$ cat config.mk
export PLATFORM = sky130hd
export DESIGN_NAME = fifo_read_port_arbiter
export DESIGN_NICKNAME = d
export VERILOG_FILES = /design/src/rtl/fifo_read_port_arbiter.sv
export SDC_FILE = /design/constraint.sdc
export NUM_CORES = 1
export LEC_CHECK = 0
export BUFFER_PORTS_ARGS = -buffer_cell sky130_fd_sc_hd__buf_2
export CAP_MARGIN = 20
export CORE_MARGIN = 2
export CORE_UTILIZATION = 25
export DETAILED_ROUTE_END_ITERATION = 10
export PLACE_DENSITY = 0.48
export SYNTH_ARGS = -nofsm -noshare
export SYNTH_HDL_FRONTEND = slang
export SYNTH_SLANG_ARGS = --single-unit
$ cat constraint.sdc
create_clock -name read_clock_i -period 3.2 [get_ports read_clock_i]
set_clock_uncertainty 0.1 [all_clocks]
set_input_delay 0.16 -clock read_clock_i [delete_from_list [all_inputs] [get_ports read_clock_i]]
set_output_delay 0.16 -clock read_clock_i [all_outputs]
set_load 0.02 [all_outputs]
$ cat src/rtl/fifo_read_port_arbiter.sv
// rtl/fifo_read_port_arbiter.sv - read-domain pointer/flag logic with a two-requester round-robin read port
`timescale 1ns/1ps
module fifo_read_port_arbiter #(
  parameter int addr_size = 3
) (
  input  logic                 read_clock_i,
  input  logic                 read_reset_n_i,
  input  logic [addr_size:0]   write_to_read_pointer_i,
  input  logic [1:0]           req_i,
  output logic [1:0]           grant_o,
  output logic                 read_en_o,
  output logic [addr_size-1:0] read_addr_o,
  output logic [1:0]           data_valid_o,
  output logic [addr_size:0]   read_pointer_o,
  output logic                 empty_o,
  output logic [addr_size:0]   level_o
);

  typedef enum logic {IDLE, READ} state_t;

  state_t               state;
  logic [1:0]           grant_q;
  logic [1:0]           data_valid_q;
  logic                 last_grant;
  logic [addr_size:0]   rptr_bin;
  logic [addr_size:0]   rptr_gray;
  logic                 empty_q;
  logic [addr_size:0]   level_q;

  logic                 read_now;
  logic [addr_size:0]   rptr_bin_next;
  logic [addr_size:0]   rptr_gray_next;
  logic [addr_size:0]   wptr_bin;
  logic                 empty_next_view;
  logic                 issue;
  logic                 winner;

  function automatic logic [addr_size:0] gray2bin(input logic [addr_size:0] g);
    logic [addr_size:0] b;
    b[addr_size] = g[addr_size];
    for (int i = addr_size - 1; i >= 0; i--) begin
      b[i] = b[i+1] ^ g[i];
    end
    return b;
  endfunction

  assign read_now       = (state == READ);
  assign rptr_bin_next  = rptr_bin + {{addr_size{1'b0}}, read_now};
  assign rptr_gray_next = (rptr_bin_next >> 1) ^ rptr_bin_next;
  assign wptr_bin       = gray2bin(write_to_read_pointer_i);

  // Idle cycles trust the registered flag, so a request that arrives while
  // empty waits one cycle for the flag to clear before it can be granted.
  assign empty_next_view = read_now ? (rptr_gray_next == write_to_read_pointer_i) : empty_q;
  assign issue           = (|req_i) && !empty_next_view;

  always_comb begin
    winner = 1'b0;
    case (req_i)
      2'b01:   winner = 1'b0;
      2'b10:   winner = 1'b1;
      2'b11:   winner = ~last_grant;
      default: winner = 1'b0;
    endcase
  end

  always_ff @(posedge read_clock_i or negedge read_reset_n_i) begin
    if (!read_reset_n_i) begin
      state        <= IDLE;
      grant_q      <= 2'b00;
      data_valid_q <= 2'b00;
      last_grant   <= 1'b1;
      rptr_bin     <= '0;
      rptr_gray    <= '0;
      empty_q      <= 1'b1;
      level_q      <= '0;
    end else begin
      state        <= issue ? READ : IDLE;
      grant_q      <= issue ? (winner ? 2'b10 : 2'b01) : 2'b00;
      data_valid_q <= grant_q;
      if (issue) begin
        last_grant <= winner;
      end
      rptr_bin     <= rptr_bin_next;
      rptr_gray    <= rptr_gray_next;
      empty_q      <= (rptr_gray_next == write_to_read_pointer_i);
      level_q      <= wptr_bin - rptr_bin_next;
    end
  end

  assign grant_o        = grant_q;
  assign read_en_o      = read_now;
  assign read_addr_o    = rptr_bin[addr_size-1:0];
  assign data_valid_o   = data_valid_q;
  assign read_pointer_o = rptr_gray;
  assign empty_o        = empty_q;
  assign level_o        = level_q;

endmodule

* Yosys cells after proc, flatten, opt, wreduce, memory -nomap -nowiden
Cells that the tools add are included.
** Word-level totals
- Register bits :: 19
** Operators by class
- Equal/unequal tests :: 3
- Muxes and demuxes :: 5
- Add/sub/neg operators :: 2
- Bitwise operators :: 5
- Reduce and logical (&&, ||, !) cells :: 3
** Operators by type and width (number)
- $add A4 B1 Y4 :: 1
- $eq A2 B2 Y1 const B :: 2
- $eq A4 B4 Y1 :: 1
- $mux W2 :: 2
- $sub A4 B4 Y4 :: 1
- $xor A3 B4 Y4 :: 1
- $xor A1 B1 Y1 :: 3
- $mux W1 :: 2
- $pmux W1 S2 :: 1
- $reduce_or A2 Y1 :: 1
- $logic_and A1 B1 Y1 :: 1
- $logic_not A1 Y1 :: 1
- $not A1 Y1 :: 1

* Depth between registers and ports, before layout
Gate-level depths: netlist (run 1).
- Word-level depth :: 7
- Gate-level depth with buffers :: 8

* Least setup slack after synthesis (run 1)
No wires, ideal clock.
- Path kind :: register to register
- From :: register state (netlist: read_en_o)
- To :: register grant_q[0] (netlist: grant_o[0])
- Setup slack :: 0.839 ns
- Period minus slack after synthesis :: 2.361 ns
- Cell stages (with the launch flop) :: 7
- Required time :: 2.963 ns
- Arrival :: 2.124 ns
- Cells stage by stage :: dfrtp_1 > ha_1 > ha_1 > xnor3_2 > or3_4 > a2111oi_4 > a211oi_1
** Between the ends
- Cells in the longest elaborated chain, start to end :: 7
** Ends and longest elaborated chain
- start, declared :: RTL line 21 : state_t state;
- start signal, assigned :: RTL line 78 : state <= issue ? READ : IDLE;
- $add A4 B1 Y4 :: RTL line 48 : assign rptr_bin_next = rptr_bin + {{addr_size{1'b0}}, read_now};
- $xor A3 B4 Y4 :: RTL line 49 : assign rptr_gray_next = (rptr_bin_next >> 1) ^ rptr_bin_next;
- $eq A4 B4 Y1 :: RTL line 54 : assign empty_next_view = read_now ? (rptr_gray_next == write_to_read_pointer_i) : empty_q;
- $mux W1 * :: RTL line 54
- $logic_not A1 Y1 * :: RTL line 55 : assign issue = (|req_i) && !empty_next_view;
- $logic_and A1 B1 Y1 * :: RTL line 55
- $mux W2 * :: RTL line 79 : grant_q <= issue ? (winner ? 2'b10 : 2'b01) : 2'b00;
- end signal, assigned :: RTL line 79
- end, declared :: RTL line 22 : logic [1:0] grant_q;
Mark *: on every way between the ends. The rest lies on a longest branch, timed or not.
A chain may end at the register's enable or synchronous reset.

* Final worst setup path (run 1)
- From :: register state (netlist: read_en_o)
- To :: register last_grant
** Between the ends
- Cells in the longest elaborated chain, start to end :: 6
** Ends and longest elaborated chain
- $add A4 B1 Y4 :: RTL line 48
- $xor A3 B4 Y4 :: RTL line 49
- $eq A4 B4 Y1 :: RTL line 54
- $mux W1 * :: RTL line 54
- $logic_not A1 Y1 * :: RTL line 55
- $logic_and A1 B1 Y1 * :: RTL line 55
- end signal, assigned :: RTL line 82 : last_grant <= winner;
- end, declared :: RTL line 24 : logic last_grant;
Marked as above.

==> results.md, run 1 <==
- GP Congestion: 0.811
- DP Cell Count: 137
- CP endpoint kind: flop
- Hold Crit Depth: 3
- Worst R2R Setup Slack: 0.79 ns
- Worst hold-check path type: primary input to flop
- Final WL: 1.62 mm
- Starting Density: 26.3%
- Routed vias: 599
- Number of fill cells: 361
- Maximum root-to-sink buffer count: 2
- Total Nets Final: approximately 110
- DR WL/cell: approximately 11 um
- First-pass GRT wire length: 2.83 mm
- Register Area: between 400 and 500 um2
- Vias in the first global route: 606
- Pin count of the biggest net entering global routing: 19
- Register bit total from synthesis: 18
- Initial DRC Count: 22
- CP max FO: 5
- CP max stage cell: dfrtp_1
- DP HPWL: ~1.3 mm
- Via density: 4.19
- Crit-path most repeated cell: ha_1
- # resized after CTS: 0
- Chip height: 63.5 um
- Startpoint types: flop
- Arr. time, crit path: between 2 and 3 ns
- CTS tree: yes
- Hold Fails Final Rpt: 0
- Crit path largest cell delay: 0.43 ns
- Leakage: 0.000519 uW
- Number of distinct library cells after synthesis: 26
- Synthesis-to-finish area growth: 25.3%
- Worst R2R Path Depth: 6
- Hold path endpoint: grant_o[0]
- Grt met2 use: 13.6%
- Clock latency on the worst-skew pair: 0.29 ns
- Critical Path RT: 3.30 ns
- Cell Chain, Critical Path: ha_1 > ha_1 > xnor3_2 > or3_4 > a2111o_1 > o211ai_1
- ANT cells: 0
- Max-cap viol count: 0
- Warnings from Yosys: 0
- Mapped Nets: 81
- I/O pin count: 25
- Core ar.: 0.00336 mm2
- Clock slew at reported path FFs: 0.09 ns
- Row cnt: 21
- R2r startpoint: read_en_o
- Met1 Usage GRT: 12.0%
- Drt drc: 0
- Num CTS Buffers: 3
- Worst Path Buf+Inv: 0
- Mean Syn Cell Area: 13.2 um2
- DRT Pass-1 Iters: 4
- Synth Instances: 67
- Tmin final: 2.41 ns
- Gr ovfl total: 0
- Initial antenna violation count: 0
- Area of the multi-input gates: 413 um2
- Tot GR Track Use: between 9 and 10%
- Setup ws final: 0.789 ns
- Slew of the pin with the lowest slew margin: 0.691 ns
- CP delay by family, top: adder cells
- Die footprint: 0.00403 mm2
- IR drop worst, VDD: about 0.27 mV
- PortBufs: 24
- Clk root buf: clkbuf_4
- Ys flop type: dfrtp_1
- Cell Area, Synth: between 800 and 900 um2
- CTS Sinks: 18
- DP Worst Slack: 0.813 ns
- Setup bufs post-CTS: 0
- Slew headroom: 53.6%
- Worst hold slack: ~0.1 ns
- Final TNS setup: 0 ns
- Top achievable clock speed: 415 MHz
- Final setup fails: 0
- Max-slew violations: 0
- # H-tree levels: 1
- CTS hold repair buffers: 2
- Die width: 63.5 um
- Post-DP Area: 0.00106 mm2
- Setup CP Type: flop to flop
- PwrDens: between 1000 and 1500 mW/mm2
- Layout cell share with drive strength beyond 1: 33.0%
- Gr busiest metal: met2
- Final Cycle Share: about 75%
- Hold Startpoint: req_i[0]
- Status: complete, no violations
- Final std cells w/o fill: 143
- Post-synthesis sequential area ratio: 51.2%
- RR Endpoint: last_grant
- Antenna viol nets, final: 0
- M3 GR Usage: 1.61%
- Worst Setup SP: read_en_o
- Design area: 0.00111 mm2
- RSZ-0062 raised after global routing: no
- Number of flops mapped to enable cells by yosys: 0
- Synth async-reset ratio: 100%
[where the power goes]
group / switching (uW) / internal [uW]
Sequential: 57.9 / 353
Clock: 63.9 / 48.4
Combinational: 504 / 371
[cells in the final DEF (no fill, tap or decap)]
cell,instances
a2111o_1,1
a2111oi_4,1
a211oi_1,1
a21boi_1,1
a21o_1,1
a21oi_1,2
a221oi_1,1
and3_1,1
and4_1,1
buf_2,24
clkbuf_1,1
clkbuf_4,3
dfrtp_1,16
dfstp_2,2
dlygate4sd3_1,2
fa_1,1
ha_1,5
inv_1,5
nand2_1,2
nand2b_1,1
nand3_1,3
nor2_1,2
nor2b_1,1
o211ai_1,1
o21ai_0,1
or3_4,1
xnor2_1,8
xnor3_1,1
xnor3_2,1
xor2_1,6
[cell type report]
cell class / count / share of cell area, %
repair buffers: 26 / 12.6
clock buffers: 4 / 2.37
flip-flops and latches: 18 / 40.9
inverters: 5 / 1.69
well taps: 46 / 5.19
multi-input cells: 44 / 37.2
[how the worst max path moves through the flow]
| stage | endpoint | slack (ns) | cells past startpoint |
|---|---|---|---|
| 2_1_floorplan | grant_o[0] | 0.84 | 6 |
| 3_3_place_gp | grant_o[0] | 0.87 | 6 |
| 3_5_place_dp | grant_o[0] | 0.81 | 6 |
| 4_1_cts | grant_o[0] | 0.79 | 6 |
| 5_1_grt | grant_o[1] | 0.67 | 6 |
| 6_report | last_grant | 0.79 | 6 |
[layer usage]
metal | vias to the layer above | part of all wire, %
met5 | - | 0
met4 | 0 | 2.3
met3 | 4 | 5.1
met2 | 23 | 46
met1 | 278 | 46
li1 | 294 | -
[flip-flops by register name, summed over array words and instances, names as in the netlist]
| name | flops |
|---|---|
| empty_o | 1 |
| read_pointer_o | 3 |
| last_grant | 1 |
| rptr_bin | 4 |
| level_o | 4 |
| read_en_o | 1 |
| data_valid_o | 2 |
| grant_o | 2 |
[stage by stage]
| stage | power, uW | util, % |
|---|---|---|
| after floorplan | 1080 | - |
| after global placement | 1290 | 31.6 |
| after detailed placement | 1300 | 31.6 |
| after CTS | 1420 | 33.0 |
| after global routing | 1530 | 33.0 |
| final | 1400 | 33.0 |
[Yosys cell counts (all sizes together) (2+ instances only)]
cell   instances  area share, %
nand3          3            1.7
ha             5            7.1
xnor3          2            5.2
inv            5            2.1
dfstp          2            5.9
xor2           6            5.9
nor2           2           0.85
nand2          2           0.85
a21oi          2            1.1
dfrtp         16             45
xnor2          8            7.9
[worst min-delay path, stage by stage]
cell      delay [ns]
buf_2           0.10
nand2_1         0.10
a211oi_1        0.08
[cell families after synthesis]
| family | Yosys count | share of synthesized area (%) |
|---|---|---|
| flops | 18 | 51.2 |
| xor+xnor | 16 | 19.1 |
| simple gates | 12 | 7.78 |
| fa+ha+maj | 6 | 9.34 |
| buf+inv | 5 | 2.12 |
| compound gates | 10 | 10.5 |
Power figures use the tool's default switching activity.
==> run 2, diff against run 1 <==
Settings changed: PLACE_DENSITY 0.48 to 0.5.
Clock period 3.2 ns to 2.1 ns, I/O delays scaled along.
==> results.md, run 2 (same netlist as run 1, synthesis figures left out) <==
- Status: complete, no violations
- Final WL: 1.79 mm
- Most common cell after layout, fill and taps aside: buf_2
- Startpoint types: flop
- Row cnt: 21
- DR WL/cell: 11.7 um
- Clk root buf: clkbuf_4
- Area of the multi-input gates: 447 um2
- Die width: roughly 63 um
- Gr ovfl total: 0
- Slew of the pin with the lowest slew margin: between 0.4 and 0.5 ns
- Routed vias: 629
- Top achievable clock speed: 486 MHz
- ANT cells: 0
- DRT Pass-1 Iters: 2
- Max-cap viol count: 0
- Initial antenna violation count: 0
- Total Power: 2450 uW
- Register Area: 455 um2
- IR drop worst, VDD: around 0.44 mV
- Maximum root-to-sink buffer count: 2
- Pin count of the biggest net entering global routing: 19
- Layout cell share with drive strength beyond 1: 45.8%
- Tmin final: around 2 ns
- Chip height: 63.5 um
- Slew headroom: 72.8%
- Vias in the first global route: 620
- PwrDens: approximately 2000 mW/mm2
- CP endpoint kind: flop
- Critical Path RT: ~2.2 ns
- Starting Density: between 20% and 30%
- DP Worst Slack: 0.00308 ns
- CTS Sinks: 18
- Commonest non-fill, non-tap cells in the layout: buf_2 (24), dfrtp_1 (14), buf_4 (10)
- Arr. time, crit path: approximately 2.2 ns
- Max-slew violations: 0
- # H-tree levels: 1
- Setup ws final: roughly 0.043 ns
- I/O pin count: 25
- Total Nets Final: approximately 120
- Number of fill cells: 358
- First-pass GRT wire length: 2.90 mm
- Hold Fails Final Rpt: 0
- Final Cycle Share: between 90% and 100%
- Core ar.: 0.00336 mm2
- Antenna viol nets, final: 0
- PortBufs: 24
- Worst hold-check path type: primary input to flop
- GP Congestion: 0.732
- Via density: between 4 and 5
- CP max FO: 3
- DP HPWL: approximately 1.4 mm
- Initial DRC Count: 14
- Setup CP Type: flop to flop
- CTS tree: yes
- Drt drc: 0
- Tot GR Track Use: 9.50%
- Clock slew at reported path FFs: 0.10 ns
- Clock latency on the worst-skew pair: 0.29 ns
- RSZ-0062 raised after global routing: yes
- Die footprint: 0.00403 mm2
- Num CTS Buffers: 3
- Final setup fails: 0
- Leakage: a little under 0.0006 uW
- Synthesis-to-finish area growth: 39.0%
[run 2: changes by cell type in the layout (fill, tap and decap cells not counted), sizes merged]
cell / before / now
buf: 24 / 34
[run 2: worst paths after layout]
check                               startpoint                 to  slack (ns)  cells after the start
worst max-delay path               rptr_bin[0]         last_grant        0.04                      6
worst min-delay path                  req_i[0]         grant_o[0]        0.04                      3
worst max register to register     rptr_bin[0]         last_grant        0.04                      6
worst min register to register      grant_o[1]    data_valid_o[1]        0.28                      0
max in group asynchronous       read_reset_n_i            empty_o        1.41                      2
min in group asynchronous       read_reset_n_i  read_pointer_o[1]        0.17                      2
[run 2: metrics by stage]
| step | utilization (%) | cell area (um2) | setup TNS [ns] | std cells | hold WS [ns] |
|---|---|---|---|---|---|
| 3_5_place_dp | 34.6 | 1160 | 0 | 147 | -0.0433 |
| 4_1_cts | 36.6 | 1230 | 0 | 153 | 0.0251 |
| 2_1_floorplan | - | 912 | -0.0483 | 67 | -0.291 |
| 6_report | 36.6 | 1230 | 0 | 153 | 0.0447 |
| 3_3_place_gp | 34.6 | 1160 | 0 | 147 | -0.0455 |
| 5_1_grt | 36.6 | 1230 | -0.0780 | 153 | 0.0306 |
[run 2: per-layer routing]
metal  GRT usage, %  routed length (um)
met1           11.2                 853
met2           16.1                 854
met3           1.61                  51
met4           5.71                  33
met5              0                   0
[run 2: area by class of cell]
class	count	share of cell area, %
clock buffer	4	2.95
inverter	5	1.53
multi-input combinational	44	36.3
sequential	18	37.0
tap	46	4.68
timing repair buffer	36	17.5
[run 2: worst max-delay path, stage by stage, from the launching register on]
cell and delay [ns]:
dfrtp_2 0.43, ha_4 0.18, ha_4 0.15, xnor3_2 0.22, or3_4 0.43, a2111o_1 0.38
o211ai_1 0.10
[run 2: power breakdown]
part | switching, uW | leakage (uW) | internal [uW]
registers | 92.4 | 0.000207 | 540
logic | 822 | 0.000350 | 781
clock network | 106 | 0.0000210 | 105
[run 2: repair_timing]
item / 4_1_cts / 5_1_grt
endpoints found under the hold margin: 20 / 0
hold buffers: 2 / 0
endpoints found under the setup margin: 4 / 4
gates resized for setup: 2 / 0
setup buffers: 0 / 0
pin swaps: 1 / 0
